**config.mk**
```make
export PLATFORM = sky130hd
export DESIGN_NAME = fifo_rr_pop_arbiter_flat
export DESIGN_NICKNAME = d
export VERILOG_FILES = /design/src/rtl/fifo_rr_pop_arbiter_pkg.sv /design/src/rtl/fifo_rr_pop_arbiter_if.sv /design/src/rtl/fifo_rr_pop_arbiter_pick.sv /design/src/rtl/fifo_rr_pop_arbiter.sv /design/src/flat_wrapper.sv
export SDC_FILE = /design/constraint.sdc
export NUM_CORES = 1
export LEC_CHECK = 0
export BUFFER_PORTS_ARGS = -buffer_cell sky130_fd_sc_hd__buf_2
export CAP_MARGIN = 40
export CORE_MARGIN = 10
export CORE_UTILIZATION = 51
export CTS_BUF_LIST = sky130_fd_sc_hd__clkbuf_8
export CTS_CLUSTER_DIAMETER = 150
export CTS_CLUSTER_SIZE = 8
export DETAILED_ROUTE_END_ITERATION = 10
export GPL_ROUTABILITY_DRIVEN = 1
export PLACE_DENSITY = 0.8
export SETUP_SLACK_MARGIN = 0.3
export SLEW_MARGIN = 30
export SYNTH_ARGS = -nofsm -noshare
export SYNTH_HDL_FRONTEND = slang
export SYNTH_SLANG_ARGS = --single-unit
export TNS_END_PERCENT = 10
```
**constraint.sdc**
```tcl
create_clock -name clk -period 3.2 [get_ports clk]
set_input_delay 0.64 -clock clk [delete_from_list [all_inputs] [get_ports clk]]
set_output_delay 0.64 -clock clk [all_outputs]
set_load 0.03 [all_outputs]
```
**src/rtl/fifo_rr_pop_arbiter_pkg.sv**
```systemverilog
// Shared constants, FSM encoding and in-flight entry type for the
// round-robin pop arbiter.
package fifo_rr_pop_arbiter_pkg;

  localparam int DATA_WIDTH = 10;
  localparam int NUM_SRC    = 4;
  localparam int RD_LAT     = 2;
  localparam int IDX_W      = 2;

  typedef enum logic [1:0] {
    INIT  = 2'd0,
    IDLE  = 2'd1,
    ARB   = 2'd2,
    STALL = 2'd3
  } state_t;

  // One grant travelling through the upstream read latency.
  typedef struct packed {
    logic             valid;
    logic [IDX_W-1:0] idx;
  } flight_t;

endpackage

```
**src/rtl/fifo_rr_pop_arbiter_if.sv**
```systemverilog
// Bus between the arbiter, the four upstream FIFOs and the downstream FIFO.
//
// Handshake: the arbiter pops upstream source i by pulsing pop[i] for one
// cycle, and only when src_empty[i]=0. The word appears on
// src_data[i*DATA_WIDTH +: DATA_WIDTH] RD_LAT cycles later. Downstream,
// push is a one-cycle strobe that qualifies data_out. The downstream FIFO
// does not backpressure per word: it raises dst_almost_full early enough
// to absorb every word still in flight.
interface fifo_rr_pop_arbiter_if;
  import fifo_rr_pop_arbiter_pkg::*;

  logic [NUM_SRC-1:0]            src_empty;
  logic [NUM_SRC*DATA_WIDTH-1:0] src_data;
  logic [NUM_SRC-1:0]            pop;
  logic                          dst_almost_full;
  logic                          dst_full;
  logic                          push;
  logic [DATA_WIDTH-1:0]         data_out;

  modport master (
    input  src_empty, src_data, dst_almost_full, dst_full,
    output pop, push, data_out
  );

  modport slave (
    output src_empty, src_data, dst_almost_full, dst_full,
    input  pop, push, data_out
  );
endinterface

```
**src/rtl/fifo_rr_pop_arbiter_pick.sv**
```systemverilog
// Combinational round-robin pick: first eligible source after rr_ptr, modulo
// NUM_SRC, returned one-hot and as an index.
module fifo_rr_pop_arbiter_pick
  import fifo_rr_pop_arbiter_pkg::*;
(
  input  logic [NUM_SRC-1:0] eligible,
  input  logic [IDX_W-1:0]   rr_ptr,
  output logic [NUM_SRC-1:0] grant,
  output logic [IDX_W-1:0]   grant_idx,
  output logic               grant_valid
);

  logic [IDX_W-1:0] cand;

  // Walk rr_ptr+1 .. rr_ptr+NUM_SRC; IDX_W-bit add wraps because NUM_SRC is 4.
  always_comb begin
    grant       = '0;
    grant_idx   = rr_ptr;
    grant_valid = 1'b0;
    cand        = rr_ptr;
    for (int k = 1; k <= NUM_SRC; k++) begin
      cand = rr_ptr + IDX_W'(k);
      if (!grant_valid && eligible[cand]) begin
        grant_valid = 1'b1;
        grant_idx   = cand;
        grant[cand] = 1'b1;
      end
    end
  end

endmodule

```
**src/rtl/fifo_rr_pop_arbiter.sv**
```systemverilog
// Round-robin pop arbiter: pops four upstream FIFOs, tracks each grant
// through the upstream read latency and pushes the word downstream.
module fifo_rr_pop_arbiter
  import fifo_rr_pop_arbiter_pkg::*;
(
  input  logic                         clk,
  input  logic                         reset,
  input  logic                         enable,
  fifo_rr_pop_arbiter_if.master        bus,
  output logic                         active,
  output logic                         error,
  output state_t                       dbg_state
);

  state_t                    state_q, state_d;
  logic [NUM_SRC-1:0]        pop_q, pop_d;
  logic [IDX_W-1:0]          pop_idx_q, pop_idx_d;
  logic [IDX_W-1:0]          rr_ptr_q, rr_ptr_d;
  flight_t [RD_LAT-1:0]      flight_q, flight_d;
  logic                      push_q, push_d;
  logic [DATA_WIDTH-1:0]     data_out_q, data_out_d;
  logic                      active_q, active_d;
  logic                      error_q, error_d;

  logic [NUM_SRC-1:0]        busy;
  logic [NUM_SRC-1:0]        eligible;
  logic [NUM_SRC-1:0]        grant;
  logic [IDX_W-1:0]          grant_idx;
  logic                      grant_valid;
  logic                      grant_en;
  logic                      flags;

  assign flags = bus.dst_almost_full | bus.dst_full;

  // Sources popped in the last RD_LAT cycles still show stale non-empty flags.
  always_comb begin
    busy = pop_q;
    for (int j = 0; j < RD_LAT - 1; j++) begin
      if (flight_q[j].valid) busy[flight_q[j].idx] = 1'b1;
    end
    eligible = ~bus.src_empty & ~busy;
  end

  fifo_rr_pop_arbiter_pick u_pick (
    .eligible    (eligible),
    .rr_ptr      (rr_ptr_q),
    .grant       (grant),
    .grant_idx   (grant_idx),
    .grant_valid (grant_valid)
  );

  // Next state, grant, in-flight shift and downstream push.
  always_comb begin
    state_d    = state_q;
    pop_d      = '0;
    pop_idx_d  = pop_idx_q;
    rr_ptr_d   = rr_ptr_q;
    flight_d   = '0;
    push_d     = 1'b0;
    data_out_d = data_out_q;
    error_d    = error_q | (push_q & bus.dst_full);

    case (state_q)
      INIT:  state_d = IDLE;
      IDLE:  if (enable && |eligible) state_d = ARB;
      ARB: begin
        if (flags)                          state_d = STALL;
        else if (!enable || !(|eligible))   state_d = IDLE;
      end
      STALL: begin
        if (!flags) state_d = (enable && |eligible) ? ARB : IDLE;
      end
      default: state_d = INIT;
    endcase

    // The registered pop is visible exactly while the FSM sits in ARB, so a
    // grant is issued on every cycle whose next state is ARB.
    grant_en = (state_d == ARB) && !flags && grant_valid;
    if (grant_en) begin
      pop_d     = grant;
      pop_idx_d = grant_idx;
      rr_ptr_d  = grant_idx;
    end

    flight_d[0].valid = |pop_q;
    flight_d[0].idx   = pop_idx_q;
    for (int j = 1; j < RD_LAT; j++) flight_d[j] = flight_q[j-1];
    if (state_q == INIT) flight_d = '0;

    // The upstream word is on src_data now; register it with push.
    if (flight_q[RD_LAT-1].valid) begin
      push_d     = 1'b1;
      data_out_d = bus.src_data[int'(flight_q[RD_LAT-1].idx)*DATA_WIDTH +: DATA_WIDTH];
    end

    active_d = (state_d == ARB);
  end

  // State and output registers; reset discards any in-flight words.
  always_ff @(posedge clk or negedge reset) begin
    if (!reset) begin
      state_q    <= INIT;
      pop_q      <= '0;
      pop_idx_q  <= '0;
      rr_ptr_q   <= IDX_W'(NUM_SRC - 1);
      flight_q   <= '0;
      push_q     <= 1'b0;
      data_out_q <= '0;
      active_q   <= 1'b0;
      error_q    <= 1'b0;
    end else begin
      state_q    <= state_d;
      pop_q      <= pop_d;
      pop_idx_q  <= pop_idx_d;
      rr_ptr_q   <= rr_ptr_d;
      flight_q   <= flight_d;
      push_q     <= push_d;
      data_out_q <= data_out_d;
      active_q   <= active_d;
      error_q    <= error_d;
    end
  end

  assign bus.pop      = pop_q;
  assign bus.push     = push_q;
  assign bus.data_out = data_out_q;
  assign active       = active_q;
  assign error        = error_q;
  assign dbg_state    = state_q;

endmodule

```
**src/flat_wrapper.sv**
```systemverilog
// flat-port wrapper written by rule: the top's interface ports become plain ports
module fifo_rr_pop_arbiter_flat import fifo_rr_pop_arbiter_pkg::*;
  (clk, reset, enable, active, error, dbg_state, bus_src_empty, bus_src_data, bus_dst_almost_full, bus_dst_full, bus_pop, bus_push, bus_data_out);
  fifo_rr_pop_arbiter_if bus_i ();
  input  logic clk;
  input  logic reset;
  input  logic enable;
  output logic active;
  output logic error;
  output state_t dbg_state;
  input wire logic [$bits(bus_i.src_empty)-1:0] bus_src_empty;
  input wire logic [$bits(bus_i.src_data)-1:0] bus_src_data;
  input wire logic [$bits(bus_i.dst_almost_full)-1:0] bus_dst_almost_full;
  input wire logic [$bits(bus_i.dst_full)-1:0] bus_dst_full;
  output wire logic [$bits(bus_i.pop)-1:0] bus_pop;
  output wire logic [$bits(bus_i.push)-1:0] bus_push;
  output wire logic [$bits(bus_i.data_out)-1:0] bus_data_out;
  assign bus_i.src_empty = bus_src_empty;
  assign bus_i.src_data = bus_src_data;
  assign bus_i.dst_almost_full = bus_dst_almost_full;
  assign bus_i.dst_full = bus_dst_full;
  assign bus_pop = bus_i.pop;
  assign bus_push = bus_i.push;
  assign bus_data_out = bus_i.data_out;
  fifo_rr_pop_arbiter u_core (.clk(clk), .reset(reset), .enable(enable), .bus(bus_i), .active(active), .error(error), .dbg_state(dbg_state));
endmodule
```
# Word level (Yosys, flattened, before mapping)
# Cells that the tools add are included.
# totals
regBits	29
word_cells	102
out_inout_bits	19
input_bits	49
# classes
eq_ne	4
bitwise_logic	10
n_addsub	3
n_lt_le_gt_ge	10
multipliers	1
reduce_logical	21
n_mux	40
shifts	1
# ops
cell	n
indexed part select 40 x 32 -> 10 bit	1
2-to-1 mux 4 bit	6
2-to-1 mux 2 bit	9
bitwise OR 4 bit	4
less-than comparator 2 x 3 -> 1 bit, second input constant	5
2-to-1 mux 1 bit	14
logical AND 1 bit	11
demux 1 bit (select 2 bit)	5
greater-or-equal comparator 2 x 1 -> 1 bit, second input constant	5
binary-select mux 1 bit (select 2 bit)	4
NOT 4 bit	2
one-hot mux 2 bit (4 select lines)	1
OR reduction 4 bit	2
equality test 2 bit, second input constant	3
zero test 1 bit	6
2-to-1 mux 6 bit	1
multiplier 2 x 3 -> 5 bit, second input constant	1
adder 2 bit, second input constant	2
AND 4 bit	1
adder 2 x 1 -> 2 bit, second input constant	1
equality test 2 x 1 -> 1 bit, second input constant	1
zero test 2 bit	1
bitwise OR 1 bit	2
AND 1 bit	1
logical OR 1 bit	1

# Depth between registers and ports, before layout
# Gate-level depths: netlist of run 1.
# logic_depth
depth_word	22
ltp_mapped	8
ltp_nobuf	6

# By module
# A second synthesis of run 1 with hierarchy kept.
# unflattened
hier_cells	164
area_unflattened_um2	1908.1
# by_module_without_submodules
mod	cells_each	area_per_inst_um2	seq_area_each_um2	n_inst
fifo_rr_pop_arbiter	90	1360.1	728.2	1
fifo_rr_pop_arbiter_pick	74	548.0	0.0	1

# Worst setup path before layout of run 1
# No wires, ideal clock.
# synth_path
kind	register -> register
startpoint	reg u_core.rr_ptr_q[1]
endpoint	reg u_core.pop_q[0] (netlist: u_core.bus.pop[0])
path_stages_with_launch	7
arrival_ns	2.458
n_path_buf	1
setup_ns	0.122
setup_slack_ns	0.621
required_time_ns	3.078
synth_period_minus_slack_ns	2.579
cell_sequence	dfstp_2 > clkbuf_1 > inv_1 > ha_1 > mux4_2 > a221o_1 > a32o_1
# synth_via
elab_chain_len	15
word_cells_on_any_way	50
cone_classes	3 x add/sub; 8 x order compare; 25 x mux; 3 x bitwise; 11 x reduce/logical
# synth_lines
item	line_no	text
start, declared	fifo_rr_pop_arbiter.sv:18	logic [IDX_W-1:0] rr_ptr_q, rr_ptr_d;
start signal, assigned	fifo_rr_pop_arbiter.sv:105	rr_ptr_q <= IDX_W'(NUM_SRC - 1);
start signal, assigned	fifo_rr_pop_arbiter.sv:115	rr_ptr_q <= rr_ptr_d;
branches (longest 14 deep; another with less-than comparator 2 x 3 -> 1 bit)	n/a	
2-to-1 mux 4 bit (*)	fifo_rr_pop_arbiter.sv:79	if (grant_en) begin
net u_core.pop_d[0]	fifo_rr_pop_arbiter.sv:16	logic [NUM_SRC-1:0] pop_q, pop_d;
end signal, assigned	fifo_rr_pop_arbiter.sv:113	pop_q <= pop_d;
end, declared	fifo_rr_pop_arbiter.sv:16	
# Mark *: on every way through the listed nets, which the timed path passes. The select of a mux whose other input is x is not followed.
# A chain may end at the register's enable or synchronous reset.

# Worst setup path in the final report of run 1
# layout_path
startpoint	reg u_core.rr_ptr_q[0]
endpoint	reg u_core.pop_q[3] (netlist: u_core.bus.pop[3])
# Same word-level chain as after synthesis.

==> results.cfg, run 1 <==
[global_routing]
grt_pass1_vias = 1643
grt_pass1_wl_mm = 8.07
grt_start_max_net_pins = 30
overflow = 0
grt_use_total = 0.158
antenna_found_initial = 0

[detailed_routing]
first_pass_iters = 4
ant_nets = 0
drc_errors = 0
drt_iter0_markers = 105
num_vias = 1561
wl_mm = 4.81
vias_per_cell = 5.78
post_drt_wl_per_cell_um = 17.8

[yosys]
yosys_most_used_dff = dfrtp_1
syn-cell-area_um2 = 1870
synth.distinct_cells = 48
netlist_instances = 155
synth-edff-count = 0
async_flop_share = 1.00
syn_area_per_cell_um2 = 12.1
yosysSeqAreaShare = 0.389
ys_ff_latch = 29
yosysWarnings = 0
synth_nets = 212

[timing]
final_max_slew_viol_count = 0
min_period_ns = 2.67
rsz0062_at_grt = false
setup_viol_count_final = 0
finalHoldViolations = 0
clock_skew_ns = 0.0129
max_slew_margin = 0.577
tightest_slew_ns = 0.633
setup_tns_ns = 0
fmax_mhz = 374
finalCritPeriodShare = 0.835

[clock_tree]
cts_hold_buf = 0
clockBufferDepth = 2
post_cts_resized = 0
numCtsBuffers = 5
cts.sinks = 29
root_buffer = clkbuf_8
clkTransAtPathRegs_ns = 0.07
cts_tree = done
post-cts-setup-buffer-count = 0
insertion_delay_ns = 0.28
htreeDepth = 2

[floorplan]
die_h_um = 80.6
coreArea_um2 = 3440
chipWidth_um = 80.6
rows = 21
num_io_pins = 68
die-area_um2 = 6500
start_util = 0.544

[finish]
final_common_cell = buf_2
area_growth_pct = 25.4
drive_gt1_frac = 0.478
nets = 280
num_antenna_cells = 0
final_cell_mix = buf_2 (67), dfrtp_1 (27), mux4_2 (13), nor2_1 (10), mux2_2 (10)
stdcell_count = 270

[power_and_ir_drop]
p_switching_w = 0.000938
p_sw_frac = 0.426
seqPwrFrac = 0.330
clockPowerShare = 0.167
p_int_w = 0.00126
p_per_area_nw_per_um2 = 937
p_comb_frac = 0.503
ir_drop_mv = 0.395
p_leak_nw = 1.06

[worst_setup_path]
cp_max_fo = 18
crit_path_start_kind = register
required_ns = 3.38
crit_type = reg2reg
cp_data_arrival_time_ns = 2.85
end_kind = register

[job]
drv_cap = 0

[placed_design]
dpl.hpwl_mm = 3.79
place_inst = 262
io_buffers = 67
routabilityCongestion = 0.927

[outcome]
status = completed

[hold_path]
hp-class = in2async
[synth_stat cells, types with 6 or more instances]
cell type  count  share of area
nand2_1        9          0.018
mux4_2        13           0.16
inv_1          6          0.012
mux2_2        10          0.060
nor2_1        10          0.020
dfrtp_1       27           0.36
ha_1           8          0.053
[power groups by stage]
stage | logic, W | clock network [W] | registers [W]
2_1_floorplan | 0.000775 | 0 | 0.000780
4_1_cts | 0.00111 | 0.000375 | 0.000727
3_3_place_gp | 0.00109 | 0 | 0.000724
3_5_place_dp | 0.00110 | 0 | 0.000733
6_report | 0.00111 | 0.000369 | 0.000726
5_1_grt | 0.00120 | 0.000390 | 0.000763
[flip-flops by register name, indices dropped and copies added (netlist names)]
name	count
u_core.bus.push	1
u_core.bus.data_out	10
u_core.active	1
u_core.error	1
u_core.flight_q	6
u_core.rr_ptr_q	2
u_core.bus.pop	4
u_core.dbg_state	2
u_core.pop_idx_q	2
[worst paths after layout]
kind / from / end / slack (ns) / cells past startpoint
max reg2reg: u_core.rr_ptr_q[0]$_DFFE_PN1P_ / u_core.bus.pop[3]$_DFF_PN0_ / 0.53 / 5
min reg2reg: u_core.error$_DFF_PN0_ / u_core.error$_DFF_PN0_ / 0.45 / 1
min in group clk: u_core.error$_DFF_PN0_ / u_core.error$_DFF_PN0_ / 0.45 / 1
min: reset / u_core.flight_q[1]$_DFF_PN0_ / 0.37 / 1
max: u_core.rr_ptr_q[0]$_DFFE_PN1P_ / u_core.bus.pop[3]$_DFF_PN0_ / 0.53 / 5
max in group asynchronous: reset / u_core.active$_DFF_PN0_ / 2.41 / 1
[kinds of logic after synthesis]
logic type	Yosys count	share of synthesized area
xor+xnor	2	0.00935
mux	24	0.222
compound gates	38	0.164
flops	29	0.389
simple gates	41	0.133
fa+ha+maj	8	0.0534
buf+inv	13	0.0294
[layer usage]
layer | routed length (um) | track usage | vias to the layer above
li1 | - | - | 745
met1 | 1980 | 0.180 | 771
met2 | 2450 | 0.273 | 40
met3 | 339 | 0.0557 | 5
met4 | 38 | 0.0387 | 0
met5 | 0 | 0 | -
[metrics by stage]
stage	cell area, um2	total power [W]	worst slack (ns)	utilization	hold slack, ns
after floorplan	1870	0.00155	0.621	-	0.344
after global placement	2240	0.00182	0.608	0.651	0.441
after detailed placement	2240	0.00183	0.572	0.651	0.443
after CTS	2350	0.00221	0.550	0.682	0.396
after global routing	2350	0.00236	0.399	0.682	0.419
final	2350	0.00220	0.529	0.682	0.372
[worst max-delay path: stages (launching register included)]
cell	delay (ns)
dfstp_2	0.75
inv_1	0.23
ha_1	0.45
mux4_2	0.62
a221o_1	0.29
a32o_1	0.20
[final cells by class]
| class | instances | area (um2) |
|---|---|---|
| timing repair buffer | 68 | 343 |
| fill | 249 | 1090 |
| sequential | 29 | 728 |
| clock buffer | 5 | 68.8 |
| tap | 46 | 57.6 |
| inverter | 6 | 22.5 |
| clock inverter | 3 | 38.8 |
| multi-input combinational | 113 | 1090 |
No activity file was read; power rests on OpenSTA's default activity.
==> run 2, diff against run 1 <==
Clock period 3.2 ns to 2.6 ns, I/O delays scaled along.
==> results.cfg, run 2 (synthesis gave the netlist of run 1 again) <==
[timing]
max_slew_margin = 0.590
fmax_mhz = 441
final_max_slew_viol_count = 0
setup_viol_count_final = 0
finalCritPeriodShare = 0.871
clock_skew_ns = 0.00949
tightest_slew_ns = 0.614
min_period_ns = 2.27
setup_tns_ns = 0
finalHoldViolations = 0
rsz0062_at_grt = true

[clock_tree]
clockBufferDepth = 2
cts.sinks = 29
post-cts-setup-buffer-count = 0
cts_tree = done
htreeDepth = 2
root_buffer = clkbuf_8
clkTransAtPathRegs_ns = 0.07
cts_hold_buf = 0
numCtsBuffers = 5
insertion_delay_ns = 0.28
post_cts_resized = 0

[floorplan]
chipWidth_um = 80.6
die-area_um2 = 6500
start_util = 0.544
num_io_pins = 68
rows = 21
coreArea_um2 = 3440
die_h_um = 80.6

[detailed_routing]
ant_nets = 0
post_drt_wl_per_cell_um = 18.3
vias_per_cell = 6.03
first_pass_iters = 4
drc_errors = 0
drt_iter0_markers = 105
num_vias = 1646
wl_mm = 4.99

[worst_setup_path]
worstSetupEndpoint = u_core.bus.pop[2]$_DFF_PN0_
rr_endpoint = u_core.bus.pop[2]$_DFF_PN0_
cp_top_family = compound AO/OA/AOI/OAI gates
rr_worst_depth = 7
path_buf_inv = 1
end_kind = register
cp.depth = 7
cp_max_fo = 11
crit_path_start = u_core.flight_q[1]$_DFF_PN0_
cp_slowest_cell = dfrtp_1
crit_type = reg2reg
timing.rr.start = u_core.flight_q[1]$_DFF_PN0_
required_ns = 2.77
crit_chain = nor3b_2 > nor3_1 > o41ai_2 > nor4_4 > buf_4 > o21a_1 > a32o_1
max_stage_delay_ns = 0.50
reg2reg_slack_ns = 0.33
crit_path_start_kind = register
cp_data_arrival_time_ns = 2.43

[finish]
final_cell_mix = buf_2 (67), dfrtp_1 (27), mux4_2 (13), nor2_1 (10), mux2_2 (10)
drive_gt1_frac = 0.498
final_common_cell = buf_2
num_antenna_cells = 0
area_growth_pct = 26.9
stdcell_count = 273
largest_reg_flops = 10
nets = 283

[power_and_ir_drop]
p_per_area_nw_per_um2 = 1150
p_leak_nw = 1.07
ir_drop_mv = 0.547

[global_routing]
antenna_found_initial = 0
grt_pass1_wl_mm = 8.20
grt_pass1_vias = 1613
grt_start_max_net_pins = 30
overflow = 0
grt_use_total = 0.158

[placed_design]
routabilityCongestion = 0.861
dpl.hpwl_mm = 3.92
place_inst = 265
io_buffers = 67

[outcome]
status = completed

[job]
drv_cap = 0

[hold_path]
hp-class = in2async
run 2: layer usage:
metal,routed length [um],vias up,track usage
li1,-,750,-
met2,2640,76,0.271
met1,1860,814,0.185
met5,0,-,0
met4,73,0,0.0669
met3,415,6,0.0345
run 2: area by class of cell:
cell class                      instances  area, um2
Clock buffer                            7       96.3
Fill cell                             266       1060
Inverter                                6       22.5
Sequential cell                        29        728
Clock inverter                          1       5.00
Multi-Input combinational cell        113       1100
Tap cell                               46       57.6
Timing Repair Buffer                   71        365
run 2: worst min-delay path by stage:
stage / start / endpoint / slack, ns / cells after the start
after floorplan: reset / u_core.active$_DFF_PN0_ / 0.22 / 0
after global placement: u_core.error$_DFF_PN0_ / u_core.error$_DFF_PN0_ / 0.43 / 1
after detailed placement: u_core.error$_DFF_PN0_ / u_core.error$_DFF_PN0_ / 0.44 / 1
after CTS: reset / u_core.bus.pop[0]$_DFF_PN0_ / 0.27 / 1
after global routing: reset / u_core.bus.pop[3]$_DFF_PN0_ / 0.30 / 1
final: reset / u_core.bus.pop[3]$_DFF_PN0_ / 0.25 / 1
run 2: power by group:
part | switching, W | internal (W) | leakage [nW] | total (W)
Combinational | 0.000816 | 0.000691 | 0.666 | 0.00151
Clock | 0.000163 | 0.000239 | 0.0542 | 0.000402
Sequential | 0.000197 | 0.000632 | 0.351 | 0.000829
run 2: per-stage QoR:
step / hold WS, ns / utilization / setup slack (ns) / power, W / instance area [um2]
detailed placement: 0.441 / 0.661 / 0.360 / 0.00233 / 2280
global route: 0.300 / 0.691 / 0.224 / 0.00293 / 2380
floorplan: 0.224 / - / 0.327 / 0.00195 / 1890
finish: 0.252 / 0.691 / 0.335 / 0.00274 / 2380
global placement: 0.435 / 0.661 / 0.390 / 0.00231 / 2280
CTS: 0.269 / 0.691 / 0.370 / 0.00275 / 2380
run 2: worst register-to-register path: stages, from the launching register on:
cell	delay, ns
dfrtp_1	0.50
nor3b_2	0.39
nor3_1	0.14
o41ai_2	0.49
nor4_4	0.10
buf_4	0.21
o21a_1	0.11
a32o_1	0.22
